$ cat src/rtl/div32.sv
// Sequential restoring divider, one quotient bit per clock, start/busy/done handshake.
// Define DIV32_SIGNED_EN for two's-complement division; default build is unsigned-only.
module div32 #(
  parameter int WIDTH = 32
) (
  input  logic             clock,
  input  logic             reset_n,
  input  logic             start,
  input  logic [WIDTH-1:0] dividend,
  input  logic [WIDTH-1:0] divisor,
  output logic [WIDTH-1:0] quotient,
  output logic [WIDTH-1:0] remainder,
  output logic             busy,
  output logic             done,
  output logic             div_by_zero
);

  localparam int CW = $clog2(WIDTH);

  typedef enum logic [1:0] {
    IDLE,
    CALC,
    FIX,
    DONE
  } state_t;

  state_t           state_q, state_d;
  logic [CW-1:0]    cnt_q, cnt_d;
  logic [WIDTH-1:0] rem_q, rem_d;
  logic [WIDTH-1:0] acc_q, acc_d;
  logic [WIDTH-1:0] dvs_q, dvs_d;
  logic [WIDTH-1:0] quot_q, quot_d;
  logic [WIDTH-1:0] remd_q, remd_d;
  logic             busy_q, busy_d;
  logic             done_q, done_d;
  logic             dbz_q, dbz_d;

  logic [WIDTH:0]   rem_sh;
  logic [WIDTH:0]   diff;
  logic             ge;

`ifdef DIV32_SIGNED_EN
  logic             negq_q, negq_d;
  logic             negr_q, negr_d;
`endif

  // Shift one dividend bit into the partial remainder, then trial-subtract
  assign rem_sh = {rem_q, acc_q[WIDTH-1]};
  assign ge     = rem_sh >= {1'b0, dvs_q};
  assign diff   = rem_sh - {1'b0, dvs_q};

  always_comb begin
    state_d = state_q;
    cnt_d   = cnt_q;
    rem_d   = rem_q;
    acc_d   = acc_q;
    dvs_d   = dvs_q;
    quot_d  = quot_q;
    remd_d  = remd_q;
    dbz_d   = dbz_q;
`ifdef DIV32_SIGNED_EN
    negq_d  = negq_q;
    negr_d  = negr_q;
`endif
    unique case (state_q)
      IDLE: begin
        if (start) begin
          dbz_d = 1'b0;
          rem_d = '0;
          cnt_d = '0;
`ifdef DIV32_SIGNED_EN
          negq_d = dividend[WIDTH-1] ^ divisor[WIDTH-1];
          negr_d = dividend[WIDTH-1];
          acc_d  = dividend[WIDTH-1] ? -dividend : dividend;
          dvs_d  = divisor[WIDTH-1] ? -divisor : divisor;
`else
          acc_d  = dividend;
          dvs_d  = divisor;
`endif
          if (divisor == '0) begin
            // Keep the raw dividend: it becomes the remainder
            acc_d   = dividend;
            state_d = FIX;
          end else begin
            state_d = CALC;
          end
        end
      end
      CALC: begin
        rem_d = ge ? diff[WIDTH-1:0] : rem_sh[WIDTH-1:0];
        acc_d = {acc_q[WIDTH-2:0], ge};
        cnt_d = cnt_q + 1'b1;
        if (cnt_q == CW'(WIDTH-1)) begin
          state_d = FIX;
        end
      end
      FIX: begin
        if (dvs_q == '0) begin
          quot_d = '1;
          remd_d = acc_q;
          dbz_d  = 1'b1;
        end else begin
`ifdef DIV32_SIGNED_EN
          quot_d = negq_q ? -acc_q : acc_q;
          remd_d = negr_q ? -rem_q : rem_q;
`else
          quot_d = acc_q;
          remd_d = rem_q;
`endif
        end
        state_d = DONE;
      end
      DONE: begin
        state_d = IDLE;
      end
      default: begin
        state_d = IDLE;
      end
    endcase
    busy_d = (state_d == CALC) || (state_d == FIX);
    done_d = (state_d == DONE);
  end

  always_ff @(posedge clock or negedge reset_n) begin
    if (!reset_n) begin
      state_q <= IDLE;
      cnt_q   <= '0;
      rem_q   <= '0;
      acc_q   <= '0;
      dvs_q   <= '0;
      quot_q  <= '0;
      remd_q  <= '0;
      busy_q  <= 1'b0;
      done_q  <= 1'b0;
      dbz_q   <= 1'b0;
    end else begin
      state_q <= state_d;
      cnt_q   <= cnt_d;
      rem_q   <= rem_d;
      acc_q   <= acc_d;
      dvs_q   <= dvs_d;
      quot_q  <= quot_d;
      remd_q  <= remd_d;
      busy_q  <= busy_d;
      done_q  <= done_d;
      dbz_q   <= dbz_d;
    end
  end

`ifdef DIV32_SIGNED_EN
  always_ff @(posedge clock or negedge reset_n) begin
    if (!reset_n) begin
      negq_q <= 1'b0;
      negr_q <= 1'b0;
    end else begin
      negq_q <= negq_d;
      negr_q <= negr_d;
    end
  end
`endif

  assign quotient    = quot_q;
  assign remainder   = remd_q;
  assign busy        = busy_q;
  assign done        = done_q;
  assign div_by_zero = dbz_q;

endmodule

$ cat config.mk
export PLATFORM = sky130hd
export DESIGN_NAME = div32
export DESIGN_NICKNAME = d
export VERILOG_FILES = /design/src/rtl/div32.sv
export SDC_FILE = /design/constraint.sdc
export NUM_CORES = 1
export LEC_CHECK = 0
export ABC_CLOCK_PERIOD_IN_PS = 7500
export CAP_MARGIN = 20
export CORE_MARGIN = 3
export CORE_UTILIZATION = 59
export DETAILED_ROUTE_END_ITERATION = 6
export GPL_ROUTABILITY_DRIVEN = 0
export PLACE_DENSITY_LB_ADDON = 0.25
export SYNTH_ARGS = -nofsm -noshare
export SYNTH_HDL_FRONTEND = slang
export SYNTH_SLANG_ARGS = --single-unit
$ cat constraint.sdc
create_clock -name clock -period 7.5 [get_ports clock]
set_input_delay 0.75 -clock clock [delete_from_list [all_inputs] [get_ports clock]]
set_output_delay 0.75 -clock clock [all_outputs]
set_load 0.01 [all_outputs]
==> impl_summary.txt <==
----------------------------------------------------
[Power]
  Power per cell area ... 478 nW/um^2
  IR drop worst, VDD ... between 0.0002 and 0.0003 V
  Leakage power figure ... 5.06 nW

[Clock network]
  CTS Root Buffer Type ... clkbuf_16
  Post-CTS Repair Setup Buffers ... 0
  Clock-pin slew on the worst setup and hold paths ... 0.07 ns
  Count of cells resized by post-cts repair ... 0
  TritonCTS clock tree ... built
  Number of levels in the clock H-tree ... 4
  CTS Sinks ... 170
  Number of buffers inserted during clock tree synthesis ... 17
  Clock latency of the later-clocked register in the worst-skew pair ... between 0.4 and 0.5 ns
  # hold bufs at CTS ... 0
  CTS Buffer Depth ... 2

[Synth]
  Sequential cell area fraction in the yosys report ... 0.471
  Top flip-flop cell by instance count after synthesis ... dfrtp_1
  Share of async-settable or async-resettable flops after synthesis ... 1.00
  Average footprint of a synthesized cell ... 9.16 sq um
  Synth Cell Area ... 9040 sq um
  Number of flops mapped to enable cells by yosys ... 0
  #FFs+latches synth ... 170
  Post-synth net total ... roughly 1100
  Synthesized netlist cell count ... 987
  Post-synth cell types ... 56
  Synthesis Warnings ... 0

[Critical path]
  Nature of the critical path startpoint ... register
  Worst Setup Path Type ... reg2reg
  Standard cell with the maximum stage delay on the critical path ... nand2_2
  Critical Path Fanout Max ... 31
  Largest stage delay, worst path ... 0.64 ns
  Cell seen most often among critical-path stages ... o21ai_0
  Critical Path, Cell by Cell ... inv_1 > ha_1 > nor2b_1 > o21ai_0 > a211oi_1 > nor2_1 > a21oi_1 > o21ai_2 > nand2_2 > nand2_1 > o21ai_0
  Number of cells traversed by the worst register-to-register path ... 11
  Critical R2R Capture ... rem_q[25]
  Data required time at the worst endpoint ... slightly below 8 ns
  Worst-case register-to-register setup slack ... 3.96 ns
  Worst flop-to-flop path startpoint ... dvs_q[1]
  CP arrival ... 3.88 ns
  End point of the critical path ... rem_q[25]
  CP Launch Point ... dvs_q[1]
  Critical Path End Type ... register

[GRT]
  Vias in the first global route ... slightly above 7000
  Pin count of the biggest net entering global routing ... ~100
  First-pass GRT wire length ... 36500 microns
  Global-route usage over all layers ... 0.275
  Total global routing overflow ... 0
  Antenna violations before repair ... 0

[Timing]
  TNS Setup ... 0 ns
  Tightest Pin Transition ... approximately 0.96 ns
  Ratio of final minimum period to clock period ... 0.472
  Minimum setup slack in the final design ... ~4.0 ns
  Remaining max-slew budget at the tightest pin ... 0.360
  Final hold viol count ... 0
  Max frequency ... 283 MHz
  Setup repair after global routing missed its margin ... no
  Min Clock Period, post-route ... 3.54 ns
  Setup violations, final ... 0
  Clock skew after layout ... 0.0104 ns
  Slew Viols, Final ... 0

[Final layout]
  Final Net Count ... 1197
  Most frequent standard cell in the layout excluding fill and tap cells ... nand2_1
  Post-route design area ... ~11000 sq um
  Layout Area Growth over Synthesis ... 22.4%
  Core occupancy in the finished layout ... 0.750
  Number of standard cells in the layout, taps in and fillers out ... 1292
  Commonest cells after routing, fill and taps aside ... nand2_1, dfrtp_1, o21ai_0, clkdlybuf4s50_1, mux2i_1
  Layout cells sized above 1 ... 0.0505
  Fillers ... 1079
  N_diodes ... 0

[Floorplan]
  Total number of placement rows ... 44
  Initial Utilization ... 0.612
  Die H ... 130 microns
  Total die area ... 16800 sq um
  Die boundary width ... 130 microns
  Standard cell core area ... 14800 sq um
  Number of I/O pins ... 134

[Drt]
  Remaining design rule violation count ... 0
  Number of search-and-repair iterations in the first detailed-routing pass ... 6
  Per-cell via count in the routed design ... 5.92
  Post-detailed-route wirelength per cell ... around 18 microns
  Iteration-0 DRC Markers ... around 690
  Number of nets with antenna violations after detailed routing ... 0
  Detailed Route WL ... 22700 microns
  Via Count ... 7643

[Placement]
  Port Buf Inserts ... between 100 and 150
  Worst slack, placed ... 4.10 ns
  Instance count after placement with tap cells included ... between 1000 and 1500
  Total placed instance area ... 10500 sq um
  Estimated wirelength of the detail-placed design ... approximately 16000 microns

[Outcome]
  Status ... complete, no violations

[Run]
  Maximum Capacitance Violations ... 0

[Min path]
  Hold crit path type ... in2async

----------------------------------------------------
## flip-flops by register name, indices dropped and copies added (netlist names)
register and count:
done 1, div_by_zero 1, acc_q 32, quotient 32, rem_q 32, busy 1, dvs_q 32, state_q 2
remainder 32, cnt_q 5
## how the worst min path moves through the flow
stage            startpoint           end  slack, ns  cells past startpoint
6_report            reset_n  quotient[28]       0.41                      1
2_1_floorplan      cnt_q[3]      cnt_q[3]       0.44                      1
3_3_place_gp   quotient[17]  quotient[17]       0.45                      2
4_1_cts             reset_n  quotient[28]       0.46                      1
5_1_grt        quotient[17]  quotient[17]       0.48                      2
3_5_place_dp   quotient[11]  quotient[11]       0.46                      2
## cell families (layout without fill, tap and decap cells)
| kind of cell | after synthesis | after routing | synth area share |
|---|---|---|---|
| and+or+nand+nor | 305 | 305 | 0.145 |
| buffers and inverters | 94 | 215 | 0.0406 |
| DFF | 170 | 170 | 0.471 |
| AOI/OAI and AO/OA | 270 | 270 | 0.172 |
| xor gates and xnor gates | 29 | 29 | 0.0281 |
| muxes | 84 | 84 | 0.0939 |
| adders and majority gates | 35 | 35 | 0.0493 |
## critical path: cells and delay by family, from the launching register on
kind | cells | cell delay (ns)
buffers and inverters | 1 | 0.08
adder cells (fa/ha/maj) | 1 | 0.31
AND/OR/NAND/NOR | 4 | 1.34
flip-flops | 1 | 0.39
AO/OA/AOI/OAI | 5 | 1.33
## routing by layer
metal  part of all wire  global-route usage  up-vias
met5                  0                   0        -
met4              0.019              0.0733        0
met3              0.069              0.0389       40
met2               0.45               0.429      289
met1               0.46               0.410     3651
li1                   -                   -     3663
## cell usage after synthesis (2+ instances only)
cell	count	area (sq um)
clkbuf_1	40	150
a21o_1	13	97.6
a211o_1	2	17.5
o22ai_1	5	31.3
a2bb2oi_1	9	78.8
nand3_1	11	55.1
nor3_1	8	40.0
nor4_1	18	113
xnor2_1	19	166
buf_1	4	15.0
nor2b_1	6	37.5
or2_1	2	12.5
nand2_1	211	792
a22o_1	3	26.3
buf_2	5	25.0
o21ai_1	8	40.0
or3_1	2	12.5
inv_1	44	165
mux2_2	2	22.5
dfrtp_1	170	4250
o21ai_0	168	841
o211a_1	2	20.0
ha_1	34	425
a21oi_2	2	17.5
o21bai_1	2	15.0
xor2_1	10	87.6
nand2b_1	3	18.8
o211ai_1	2	15.0
o21a_1	2	15.0
o2111ai_1	2	17.5
mux2i_1	81	811
a31o_2	2	17.5
and3_1	3	18.8
a221o_1	4	40.0
nor2_1	20	75.1
a31oi_1	4	25.0
a21oi_1	31	155
nand4_1	8	50.1
and2_1	8	50.1
## report_power, final
part	switching (mW)	total, mW	internal, mW
Clock	0.400	0.870	0.470
Combinational	1.60	2.84	1.24
Sequential	0.322	1.58	1.26
## area by class of cell
class | count | area (sq um) | share of cell area
inverters | 44 | 165 | 0.0149
well taps | 184 | 230 | 0.0208
clock buffers | 17 | 425 | 0.0385
multi-input cells | 723 | 4440 | 0.402
clock inverters | 15 | 163 | 0.0147
flip-flops and latches | 170 | 4250 | 0.385
repair buffers | 139 | 1380 | 0.125
## through the flow
step                hold WS [ns]  total power, mW
floorplan                  0.437             3.62
global placement           0.450             4.24
detailed placement         0.458             4.33
CTS                        0.458             5.24
global route               0.481             5.66
finish                     0.414             5.28
Power figures use the tool's default switching activity.
==> edit: new RTL, same flow settings <==
Set the parameter `WIDTH` to 16 (it was 32).
--- a/src/rtl/div32.sv
+++ b/src/rtl/div32.sv
@@ -1,7 +1,7 @@
 // Sequential restoring divider, one quotient bit per clock, start/busy/done handshake.
 // Define DIV32_SIGNED_EN for two's-complement division; default build is unsigned-only.
 module div32 #(
-  parameter int WIDTH = 32
+  parameter int WIDTH = 16
 ) (
   input  logic             clock,
   input  logic             reset_n,
Interface: changed (resized dividend, divisor, quotient and remainder); port bits go from 134 to 70. The function was not compared with the original's and may differ.
==> edit against the original RTL <==
  * Area after synthesis decreased by 47%
  * Sequential cell count decreased by 81
  * Power decreased by 42%
  * Worst setup slack improved by 870 ps
  * Design area decreased by 48%
  * Non-clock buffer count decreased by 63
  * Synthesized cell count decreased by 46%
  * Critical path depth decreased by 3
  * Clock power decreased by 61%
  * Wire length decreased by 46%
  * Largest cell class unchanged
  * Largest power group unchanged
  * Highest routed layer unchanged
==> edit: results (changes against the original RTL) <==
Worst-path clk slew 90 ps (+20 ps); status finished, final reports clean; DR WL/cell 17.6 um (about the same); met3 routed WL 685 um (-56%); Worst EP arrival 2880 ps (-1000 ps); Buffers on Ports 69 (-48%); # fillers 573 (-47%); Post-synth top cells 89 x dfrtp_1, 66 x nand2_1, 56 x nor2_1; DR pass1 iterations 4 (-2); M1 GR Usage 0.380 (-0.0303); M1 wire length 5300 um (-49%); Logic inverters 21 (-52%); P_leak 2.48 nW (-51%); Final Skew 8.54 ps (-1.88 ps); CTS Buf Count 9 (-8); worst-margin pin slew 1010 ps (+51.8 ps); nets@finish 641 (-46%); layout cells sized above 1 0.0641 (+0.0135); Buffers excl. clock 76 (-45%); FF/Latch Area 0.00223 mm^2 (-48%); Vias 4210 (-45%); Mapped Nets 584 (-46%); clk tree area frac 0.0348 (-0.0184); Tot GR Track Use 0.275 (about the same); worst vdd ir 0.000419 V (+54%); sequential cells 89 (-48%); H-tree level count 3 (-1); Reg2Reg Depth 9 (-2); largest net degree at the start of global routing 90 (-13%); GR Layer Usage met3 0.0493 (+0.0104); Netlist cell types 63 (+13%); first-pass GRT wire length 19600 um (-46%); pre-CTS WS 4480 ps (+374 ps); Critical Path Slowest Stage Cell clkdlybuf4s50_1; met2 global-route usage 0.439 (+0.0102); register area share after synthesis 0.464 (-0.00724); vias in the first global route 3891 (-45%)
edit: changes by cell type after synthesis, sizes merged, moves of 11 or more:
cell and change:
nor2 +35, o21ai -127, xnor2 -11, a31oi +13, inv -23, clkbuf -17, ha -17, dfrtp -81
nor2b +15, a22oi +14, mux2i -70, nand2 -145
edit: stage by stage:
step | instance area, um^2 | std cells
after floorplan | 4800 | 531
after global placement | 5530 | 677
after detailed placement | 5530 | 677
after CTS | 5740 | 693
after global routing | 5790 | 695
final | 5790 | 695
edit: worst reg2reg max path, cell delays in order (launching register included):
cell	delay, ps
dfrtp_1	440
inv_1	110
ha_1	290
nor2b_1	150
o31ai_2	350
a21oi_4	160
o2111ai_2	280
nand2_2	300
a31oi_1	280
o21ai_1	80
edit: power breakdown:
group / switching [W] / leakage, nW / internal [W]
logic: 0.000929 / 1.32 / 0.000847
clock network: 0.000182 / 0.106 / 0.000158
registers: 0.000230 / 1.05 / 0.000727
edit: cells by family (layout without fill, tap and decap cells):
group / Yosys count / count (layout) / synth area share
AOI/OAI and AO/OA: 168 / 168 / 0.225
xor gates and xnor gates: 9 / 9 / 0.0164
adders and majority gates: 18 / 18 / 0.0484
buffers and inverters: 51 / 113 / 0.0437
DFF: 89 / 89 / 0.464
muxes: 12 / 12 / 0.0253
and+or+nand+nor: 184 / 184 / 0.178
edit: path summary, 6_finish.rpt:
check	endpoint	start	slack [ps]
worst max-delay path	state_q[0]	start	4830
worst min register to register	cnt_q[3]	cnt_q[3]	530
min in group clock	cnt_q[3]	cnt_q[3]	530
worst min-delay path	quotient[1]	reset_n	340
max in group asynchronous	dvs_q[10]	reset_n	6520
worst max register to register	rem_q[3]	dvs_q[1]	4930
